### config.mk
export PLATFORM = sky130hd
export DESIGN_NAME = fir_coeff_loader
export DESIGN_NICKNAME = d
export VERILOG_FILES = /design/src/rtl/fir_ctrl_pkg.sv /design/src/rtl/two_bit_sync.sv /design/src/rtl/fir_coeff_loader.sv
export SDC_FILE = /design/constraint.sdc
export NUM_CORES = 1
export LEC_CHECK = 0
export ABC_AREA = 0
export BUFFER_PORTS_ARGS = -buffer_cell sky130_fd_sc_hd__buf_2
export CORE_MARGIN = 1
export CORE_UTILIZATION = 55
export DETAILED_ROUTE_END_ITERATION = 10
export HOLD_SLACK_MARGIN = 0.15
export PLACE_DENSITY = 0.78
export REMOVE_ABC_BUFFERS = 1
export SYNTH_ARGS = -nofsm -noshare
export SYNTH_HDL_FRONTEND = slang
export SYNTH_SLANG_ARGS = --single-unit
### constraint.sdc
create_clock -name clk -period 1.77 [get_ports clk]
set_clock_uncertainty 0.05 [all_clocks]
set_input_delay 0.354 -clock clk [delete_from_list [all_inputs] [get_ports clk]]
set_output_delay 0.354 -clock clk [all_outputs]
set_load 0.02 [all_outputs]
### src/rtl/fir_ctrl_pkg.sv
// Shared types and constants for the FIR coefficient loader control path.
// Pure declarations; no timing or flow control of its own.
package fir_ctrl_pkg;

  localparam int DEF_N_TAPS = 4;
  localparam int DEF_COEF_W = 8;

  typedef enum logic [1:0] {
    IDLE  = 2'd0,
    LATCH = 2'd1,
    EXEC  = 2'd2,
    ACK   = 2'd3
  } fsm_state_e;

  // The commit command sits at the first address past the last tap.
  function automatic int commit_addr(input int n_taps);
    return n_taps;
  endfunction

endpackage

### src/rtl/two_bit_sync.sv
// Two-flop synchronizer for a single asynchronous level into the clk domain.
// Latency: 2 clk edges; no backpressure, the level is simply resampled each cycle.
module two_bit_sync (
  input  logic clk,
  input  logic rst,
  input  logic d_i,
  output logic q_o
);

  logic meta_q;
  logic sync_q;

  always_ff @(posedge clk or negedge rst) begin
    if (!rst) begin
      meta_q <= 1'b0;
      sync_q <= 1'b0;
    end else begin
      meta_q <= d_i;
      sync_q <= meta_q;
    end
  end

  assign q_o = sync_q;

endmodule

### src/rtl/fir_coeff_loader.sv
// Host-to-filter coefficient loader: 4-phase req/ack writes into a shadow bank, atomic commit to the active bank.
// Latency: ack rises 5 edges after req rise, falls 3 edges after req fall; host is held off by withholding ack.
module fir_coeff_loader
  import fir_ctrl_pkg::*;
#(
  parameter int N_TAPS = DEF_N_TAPS,
  parameter int COEF_W = DEF_COEF_W,
  parameter int ADDR_W = 3
) (
  input  logic                     clk,
  input  logic                     rst,
  input  logic                     host_req,
  input  logic [ADDR_W-1:0]        host_addr,
  input  logic [COEF_W-1:0]        host_data,
  output logic                     host_ack,
  output logic [N_TAPS*COEF_W-1:0] coef_flat,
  output logic                     coef_update,
  output logic                     busy,
  output logic                     cmd_err
);

  localparam logic [ADDR_W-1:0] COMMIT_ADDR = ADDR_W'(commit_addr(N_TAPS));

  logic              req_s;
  fsm_state_e        state_q, state_d;
  logic [ADDR_W-1:0] addr_q;
  logic [COEF_W-1:0] data_q;
  logic [COEF_W-1:0] shadow_q [N_TAPS];
  logic [COEF_W-1:0] active_q [N_TAPS];
  logic              ack_q, ack_d;
  logic              busy_q, busy_d;
  logic              upd_q;
  logic              err_q;
  logic              capture, wr_en, commit_en, bad_cmd;

  two_bit_sync u_req_sync (
    .clk (clk),
    .rst (rst),
    .d_i (host_req),
    .q_o (req_s)
  );

  always_ff @(posedge clk or negedge rst) begin
    if (!rst) begin
      state_q <= IDLE;
    end else begin
      state_q <= state_d;
    end
  end

  always_comb begin
    state_d = state_q;
    case (state_q)
      IDLE:    if (req_s) state_d = LATCH;
      LATCH:   state_d = EXEC;
      EXEC:    state_d = ACK;
      ACK:     if (!req_s) state_d = IDLE;
      default: state_d = IDLE;
    endcase
  end

  always_comb begin
    capture   = (state_q == LATCH);
    wr_en     = 1'b0;
    commit_en = 1'b0;
    bad_cmd   = 1'b0;
    if (state_q == EXEC) begin
      if (addr_q < COMMIT_ADDR) begin
        wr_en = 1'b1;
      end else if (addr_q == COMMIT_ADDR) begin
        commit_en = 1'b1;
      end else begin
        bad_cmd = 1'b1;
      end
    end
    ack_d  = (state_d == ACK);
    busy_d = (state_d != IDLE);
  end

  // Host address/data are only sampled once req_s proves they have been stable for two edges.
  always_ff @(posedge clk or negedge rst) begin
    if (!rst) begin
      addr_q <= '0;
      data_q <= '0;
    end else if (capture) begin
      addr_q <= host_addr;
      data_q <= host_data;
    end
  end

  always_ff @(posedge clk or negedge rst) begin
    if (!rst) begin
      for (int i = 0; i < N_TAPS; i++) begin
        shadow_q[i] <= '0;
        active_q[i] <= '0;
      end
    end else begin
      for (int i = 0; i < N_TAPS; i++) begin
        if (wr_en && (addr_q == ADDR_W'(i))) shadow_q[i] <= data_q;
        if (commit_en) active_q[i] <= shadow_q[i];
      end
    end
  end

  always_ff @(posedge clk or negedge rst) begin
    if (!rst) begin
      ack_q  <= 1'b0;
      busy_q <= 1'b0;
      upd_q  <= 1'b0;
      err_q  <= 1'b0;
    end else begin
      ack_q  <= ack_d;
      busy_q <= busy_d;
      upd_q  <= commit_en;
      if (commit_en) begin
        err_q <= 1'b0;
      end else if (bad_cmd) begin
        err_q <= 1'b1;
      end
    end
  end

  always_comb begin
    coef_flat = '0;
    for (int i = 0; i < N_TAPS; i++) begin
      coef_flat[i*COEF_W +: COEF_W] = active_q[i];
    end
  end

  assign host_ack    = ack_q;
  assign busy        = busy_q;
  assign coef_update = upd_q;
  assign cmd_err     = err_q;

endmodule
==> results of run 1 <==
logic make-up after synthesis:
family | count (synthesis) | share of synthesized area (%)
AOI/OAI and AO/OA | 3 | 0.486
buffers and inverters | 10 | 2.15
DFF | 83 | 67.3
muxes | 75 | 27.4
and+or+nand+nor | 12 | 2.68
how the worst max path moves through the flow:
stage	start	end	slack (ns)	depth (start not counted)
after CTS	state_q[0]	shadow_q[9]	0.05	3
after global routing	state_q[0]	coef_flat[14]	0.04	4
after detailed placement	state_q[0]	shadow_q[11]	0.04	3
final	state_q[0]	coef_flat[14]	0.13	4
after floorplan	state_q[0]	coef_flat[0]	-0.25	3
after global placement	state_q[0]	shadow_q[11]	0.09	3
metal layers:
layer / up-vias / global-route usage (%) / wire, um / part of all wire, %
li1: 774 / - / - / -
met2: 40 / 29.4 / 2440 / 46
met1: 863 / 28.4 / 2540 / 48
met3: 14 / 4.29 / 166 / 3.1
met4: 0 / 12.7 / 135 / 2.6
met5: - / 0 / 0 / 0
metrics by stage:
stage                     util [%]  worst slack (ns)
after floorplan                  -            -0.249
after global placement        65.4            0.0864
after detailed placement      65.4            0.0412
after CTS                     70.7            0.0455
after global routing          70.8            0.0385
final                         70.8             0.133
cell usage in the layout (no fill, tap or decap), types with 2 or more instances in the layout:
cell | Yosys | layout
nor2_1 | 2 | 2
o21ai_0 | 2 | 2
buf_12 | 0 | 2
buf_4 | 1 | 6
bufinv_16 | 0 | 3
dfrtp_1 | 83 | 83
dlygate4sd3_1 | 0 | 2
inv_1 | 4 | 4
buf_2 | 2 | 48
nand2_1 | 2 | 2
clkbuf_8 | 0 | 12
mux2_2 | 71 | 71
mux2_1 | 4 | 4
power by group:
group	switching, mW	internal [mW]	total (mW)	leakage, nW
combinational	1.13	1.17	2.30	0.681
sequential	0.562	2.80	3.36	1.03
clock	0.640	1.05	1.69	0.133
total	2.33	5.03	7.36	1.84
cells in the mapped netlist (all sizes together):
cell type   n
dfrtp      83
nand2b      1
mux2       75
or3         1
inv         4
a21oi       1
nand3       1
nand3b      1
and3        1
and3b       1
nor2        2
nand2       2
nor3b       1
buf         6
o21ai       2
nor2b       1
area by class of cell:
class                      count  area [um2]  area share (%)
clock buffer                  12         165            4.43
clock inverter                 4        95.1            2.55
inverter                       4        15.0           0.403
multi-input combinational     90         943            25.3
sequential                    83        2080            55.7
tap                           70        87.6            2.35
timing repair buffer          58         345            9.26
what timing repair did:
action | in CTS | in global routing
endpoints found under the setup margin | 0 | 8
hold endpoints to repair | 27 | 0
resized for setup | 0 | 1
hold buffers | 2 | 0
worst max-delay path: cells and delay by family, from the launching register on:
| family | cells | cell delay, ns |
|---|---|---|
| simple gates | 2 | 0.44 |
| flops | 1 | 0.42 |
| buf+inv | 1 | 0.24 |
| mux | 1 | 0.37 |
state kept, by name, indices dropped and copies added, names as in the netlist:
register and cells:
coef_flat 32, shadow_q 32, data_q 8, addr_q 3, state_q 2, busy 1
cmd_err 1, coef_update 1, host_ack 1, u_req_sync.meta_q 1, u_req_sync.q_o 1
==> metrics.md, run 1 <==
| Metric | Value |
|---|---|
| Non-Filler Instances | 321 |
| Total grt overflow | 0 |
| Overall fraction of global-route tracks in use | 20.4% |
| Number of instances on the worst hold path | 2 |
| Number of global-route vias before repair | 1709 |
| Max capacitance violation total | 0 |
| CTS clock-pin slew for the worst setup and hold paths | 0.07 ns |
| Global-route wire length before repair | 8870 um |
| CTS tree | done |
| Power density normalized to cell area | 1970 nW/um2 |
| Normalized max-slew margin | 72.5% |
| Source of the worst register-to-register timing path | state_q[0] |
| RD Place Congestion | 0.722 |
| Yosys cell types | 19 |
| Clock root buffer | clkbuf_8 |
| Via total after detailed routing | 1691 |
| Number of buffers inserted to repair setup after CTS | 0 |
| Largest net degree at the start of global routing | 30 |
| Avg Synthesized Cell Area | 16.9 um2 |
| FF+latch count, synth | 83 |
| Number of antenna violations at the first check in global routing | 0 |
| Fraction of final layout cells sized beyond drive strength 1 | 58.6% |
| Reg2Reg Setup Slack | 0.13 ns |
| Placed Cells incl. Taps | 303 |
| Unrepaired setup endpoints after global routing | no |
| Number of core rows | 26 |
| Count of final max-slew check failures | 0 |
| HP Class | primary input to flop |
| Initial core utilization | 58.5% |
| Crit start category | flop |
| Power Total | 7.36 mW |
| Count of endpoints failing hold in the final timing report | 0 |
| Clock network latency to the later pin of the worst-skew pair | 0.35 ns |
| Start point of the worst hold path | host_data[6] |
| Worst setup EP type | flop |
| Final period utilization | 92.5% |
| Die Outline Area | 5910 um2 |
| DP Wirelength | 3570 um |
| Number of input and output port buffers inserted | 49 |
| Worst hold slack after final layout | 0.185 ns |
| Highest net fanout along the worst path | 12 |
| N_diodes | 0 |
| Worst path max stage delay | 0.42 ns |
| Drt total wl | 5280 um |
| Worst-path cell with the longest stage delay | dfrtp_1 |
| Crit path time final | 1.64 ns |
| Cell type contributing the most total cell area after synthesis | dfrtp_1 |
| Initial DRC count | 64 |
| Top cells by area, synth | dfrtp_1 67%, mux2_2 26%, mux2_1 1.5% |
| Placeable Area | 5270 um2 |
| Final setup TNS | 0 ns |
| Portion of the post-synthesis area used by sequential elements | 67.3% |
| Sink Count | 83 |
| Die Wd | 76.9 um |
| Final count of negative-setup-slack endpoints | 0 |
| Worst Path Class, Setup | flop to flop |
| Die Span Y | 76.9 um |
| Synthesized instance count | 183 |
| Area after DPL | 3450 um2 |
| I/O pin total | 50 |
| Data arrival time of the critical path | 1.82 ns |
| Final ANT Viol Nets | 0 |
| Leakage power | 1.84 nW |
| Transition time at the pin with the least slew margin | 0.412 ns |
| Avg Vias per Cell | 5.27 |
| Cts bufs inserted | 9 |
| Area growth syn-to-layout | 20.8% |
| CP required | 1.95 ns |
| Fmax | 611 MHz |
| Drt wl/cell | 16.5 um |
| Fillcell total | 369 |
| Max Root-Sink Buffers | 2 |
| Worst supply voltage drop on vdd | 1.16 mV |
| Remaining routing DRC violations | 0 |
| Htree depth | 3 |
| Final Net Count | 260 |
| Top-area cell type share of the netlist area | 67.3% |
| Reg2reg end | coef_flat[14] |
| Yosys synthesis warning count | 0 |
| First-pass detailed-route iteration total | 3 |
| Total non-filler cell area in the finished layout | 3730 um2 |
| WHS Endpoint | data_q[6] |
| Worst Reg2Reg Path Length in Cells | 4 |
| Run status | completed |
| Ordered list of cells on the worst path | nor2b_1 -> and3_1 -> buf_4 -> mux2_2 |
| Netlist area before placement | 3090 um2 |
Power figures use the tool's default switching activity.
==> run 2: changes to the inputs <==
--- a/config.mk
+++ b/config.mk
@@ -6,12 +6,15 @@
 export NUM_CORES = 1
 export LEC_CHECK = 0
 export ABC_AREA = 0
+export ABC_CLOCK_PERIOD_IN_PS = 1770
 export BUFFER_PORTS_ARGS = -buffer_cell sky130_fd_sc_hd__buf_2
+export CELL_PAD_IN_SITES_DETAIL_PLACEMENT = 1
+export CELL_PAD_IN_SITES_GLOBAL_PLACEMENT = 2
 export CORE_MARGIN = 1
-export CORE_UTILIZATION = 55
+export CORE_UTILIZATION = 40
 export DETAILED_ROUTE_END_ITERATION = 10
 export HOLD_SLACK_MARGIN = 0.15
-export PLACE_DENSITY = 0.78
+export PLACE_DENSITY_LB_ADDON = 0.1
 export REMOVE_ABC_BUFFERS = 1
 export SYNTH_ARGS = -nofsm -noshare
 export SYNTH_HDL_FRONTEND = slang
==> metrics.md, run 2 (same netlist as run 1, synthesis figures left out) <==
| Metric | Value |
|---|---|
| CTS clock-pin slew for the worst setup and hold paths | 0.08 ns (about the same) |
| Normalized max-slew margin | 67.6% (-4.9 points) |
| Fraction of final layout cells sized beyond drive strength 1 | 58.3% (-0.23 points) |
| Die Span Y | 89.8 um (+17%) |
| Switching share of power | 32.0% (+0.32 points) |
| Commonest non-fill, non-tap cell in the layout | dfrtp_1 |
| Overall fraction of global-route tracks in use | 16.6% (-3.8 points) |
| Drt total wl | 5900 um (+12%) |
| HP Class | primary input to flop |
| Area growth syn-to-layout | 23.1% |
| Run status | completed |
| First-pass detailed-route iteration total | 2 (-1) |
| I/O pin total | 50 (unchanged) |
| Htree depth | 3 (unchanged) |
| Worst-path cell with the longest stage delay | dfrtp_1 |
| Final count of negative-setup-slack endpoints | 0 (unchanged) |
| Max Root-Sink Buffers | 2 (unchanged) |
| Wire length on met3 | 204 um (+23%) |
| Crit-path leading delay family | simple AND/OR/NAND/NOR gates |
| Count of endpoints failing hold in the final timing report | 0 (unchanged) |
| CP Buf/Inv Count | 1 (unchanged) |
| Uppermost metal layer occupied by signal nets | met4 |
| Number of antenna violations at the first check in global routing | 0 (unchanged) |
| Final ANT Viol Nets | 0 (unchanged) |
| Clock root buffer | clkbuf_8 |
| Power Total | 7.46 mW (+1.4%) |
| Net Switching | 2.39 mW (+2.4%) |
| Cts bufs inserted | 9 (unchanged) |
| Cell internal power dissipation | 5.07 mW (+0.92%) |
| Placeable Area | 7370 um2 (+40%) |
| Remaining routing DRC violations | 0 (unchanged) |
| Unrepaired setup endpoints after global routing | no |
| Worst hold slack after final layout | 0.196 ns (+0.0108 ns) |
| Ordered list of cells on the worst path | nor3b_2 -> buf_4 -> nand3b_2 -> mux2_2 |
| Via total after detailed routing | 1696 (+0.30%) |
| Largest net degree at the start of global routing | 35 (+17%) |
| Die Wd | 89.8 um (+17%) |
| Worst path max stage delay | 0.44 ns (+0.02 ns) |
| Worst setup EP type | flop |
| Worst supply voltage drop on vdd | 0.843 mV (-27%) |
| Fmax | 602 MHz (-1.4%) |
| RD Place Congestion | 0.681 (-5.7%) |
| Die Outline Area | 8070 um2 (+36%) |
| Wl on met1 | 2500 um (-1.7%) |
| Data arrival time of the critical path | 1.84 ns (+0.02 ns) |
| Number of global-route vias before repair | 1884 (+10%) |
| Clock network latency to the later pin of the worst-skew pair | 0.34 ns (about the same) |
| N_diodes | 0 (unchanged) |
| Highest net fanout along the worst path | 8 (-4) |
| CP required | 1.95 ns (about the same) |
| Initial DRC count | 33 (-48%) |
| Sink Count | 83 (unchanged) |
| CTS tree | done |
| Share of power burned in registers | 45.1% (-0.6 points) |
| Power density normalized to cell area | 1960 nW/um2 (-0.44%) |
| Final setup TNS | 0 ns (unchanged) |
| Crit start category | flop |
| Avg Vias per Cell | 4.83 (-8.3%) |
| DP Wirelength | 3990 um (+12%) |
| Number of core rows | 31 (+19%) |
| Final period utilization | 93.8% (+1.4 points) |
| Count of final max-slew check failures | 0 (unchanged) |
| Worst Path Class, Setup | flop to flop |
| Final Net Count | 261 (+0.38%) |
| Crit path time final | 1.66 ns (+0.0240 ns) |
| Total grt overflow | 0 (unchanged) |
| Initial core utilization | 41.9% (-17 points) |
| Combinational share of power | 31.5% (+0.2 points) |
| Final setup margin | 0.109 ns (-0.0240 ns) |
| Leading cell types in the layout, fill and taps excluded | 83 x dfrtp_1, 71 x mux2_2, 48 x buf_2 |
| Drt wl/cell | 16.8 um (+2.1%) |
| Proportion of power drawn by the clock network | 23.4% (+0.4 points) |
| Reg2Reg Setup Slack | 0.11 ns (-0.02 ns) |
| Transition time at the pin with the least slew margin | 0.485 ns (+0.0727 ns) |
| Met2 wirelength from detailed routing | 3080 um (+26%) |
| Max capacitance violation total | 0 (unchanged) |
| Placement Setup Slack | 0.0763 ns (+0.0351 ns) |
| Leakage power | 1.85 nW (+0.27%) |
| Number of input and output port buffers inserted | 49 (unchanged) |
| Final core utilization | 51.5% (-19 points) |
| Global-route wire length before repair | 10100 um (+14%) |
## run 2: worst paths after layout
path,cells after the start,from,endpoint
worst max-delay path,4,state_q[0],shadow_q[21]
worst min-delay path,2,host_data[0],data_q[0]
worst max register to register,4,state_q[0],shadow_q[21]
worst min register to register,0,u_req_sync.meta_q,u_req_sync.q_o
max in group asynchronous,3,rst,data_q[3]
min in group asynchronous,2,rst,coef_flat[29]
## run 2: power by group through the flow
stage	Clock [mW]	Sequential (mW)	Combinational, mW
floorplan	0	3.72	1.14
global placement	0	3.33	2.29
detailed placement	0	3.41	2.38
CTS	1.80	3.37	2.40
global route	1.88	3.51	2.56
finish	1.75	3.36	2.35
## run 2: worst reg2reg max path: stages (launching register included)
cell	delay (ns)
dfrtp_1	0.44
nor3b_2	0.29
buf_4	0.18
nand3b_2	0.24
mux2_2	0.36
## run 2: final cells by class
class | instances | area [um2]
flip-flops and latches | 83 | 2080
inverters | 4 | 15.0
clock inverters | 6 | 136
repair buffers | 59 | 365
multi-input cells | 90 | 952
fillers | 712 | 3570
clock buffers | 10 | 128
well taps | 99 | 124
## run 2: repair_timing
item,4_1_cts,5_1_grt
hold buffers,2,0
setup buffers,0,0
hold endpoints to repair,30,0
resized for setup,0,2
setup endpoints to repair,0,7
## run 2: metal layers
metal | up-vias | global-route usage, %
met5 | - | 0
met3 | 12 | 3.38
met4 | 0 | 8.20
li1 | 767 | -
met2 | 37 | 26.7
met1 | 880 | 21.5
## run 2: per-stage QoR
step                      instances  cell area (um2)
after global routing            351             3800
after floorplan                 177             3030
after CTS                       351             3790
after detailed placement        333             3500
after global placement          333             3500
final                           351             3800
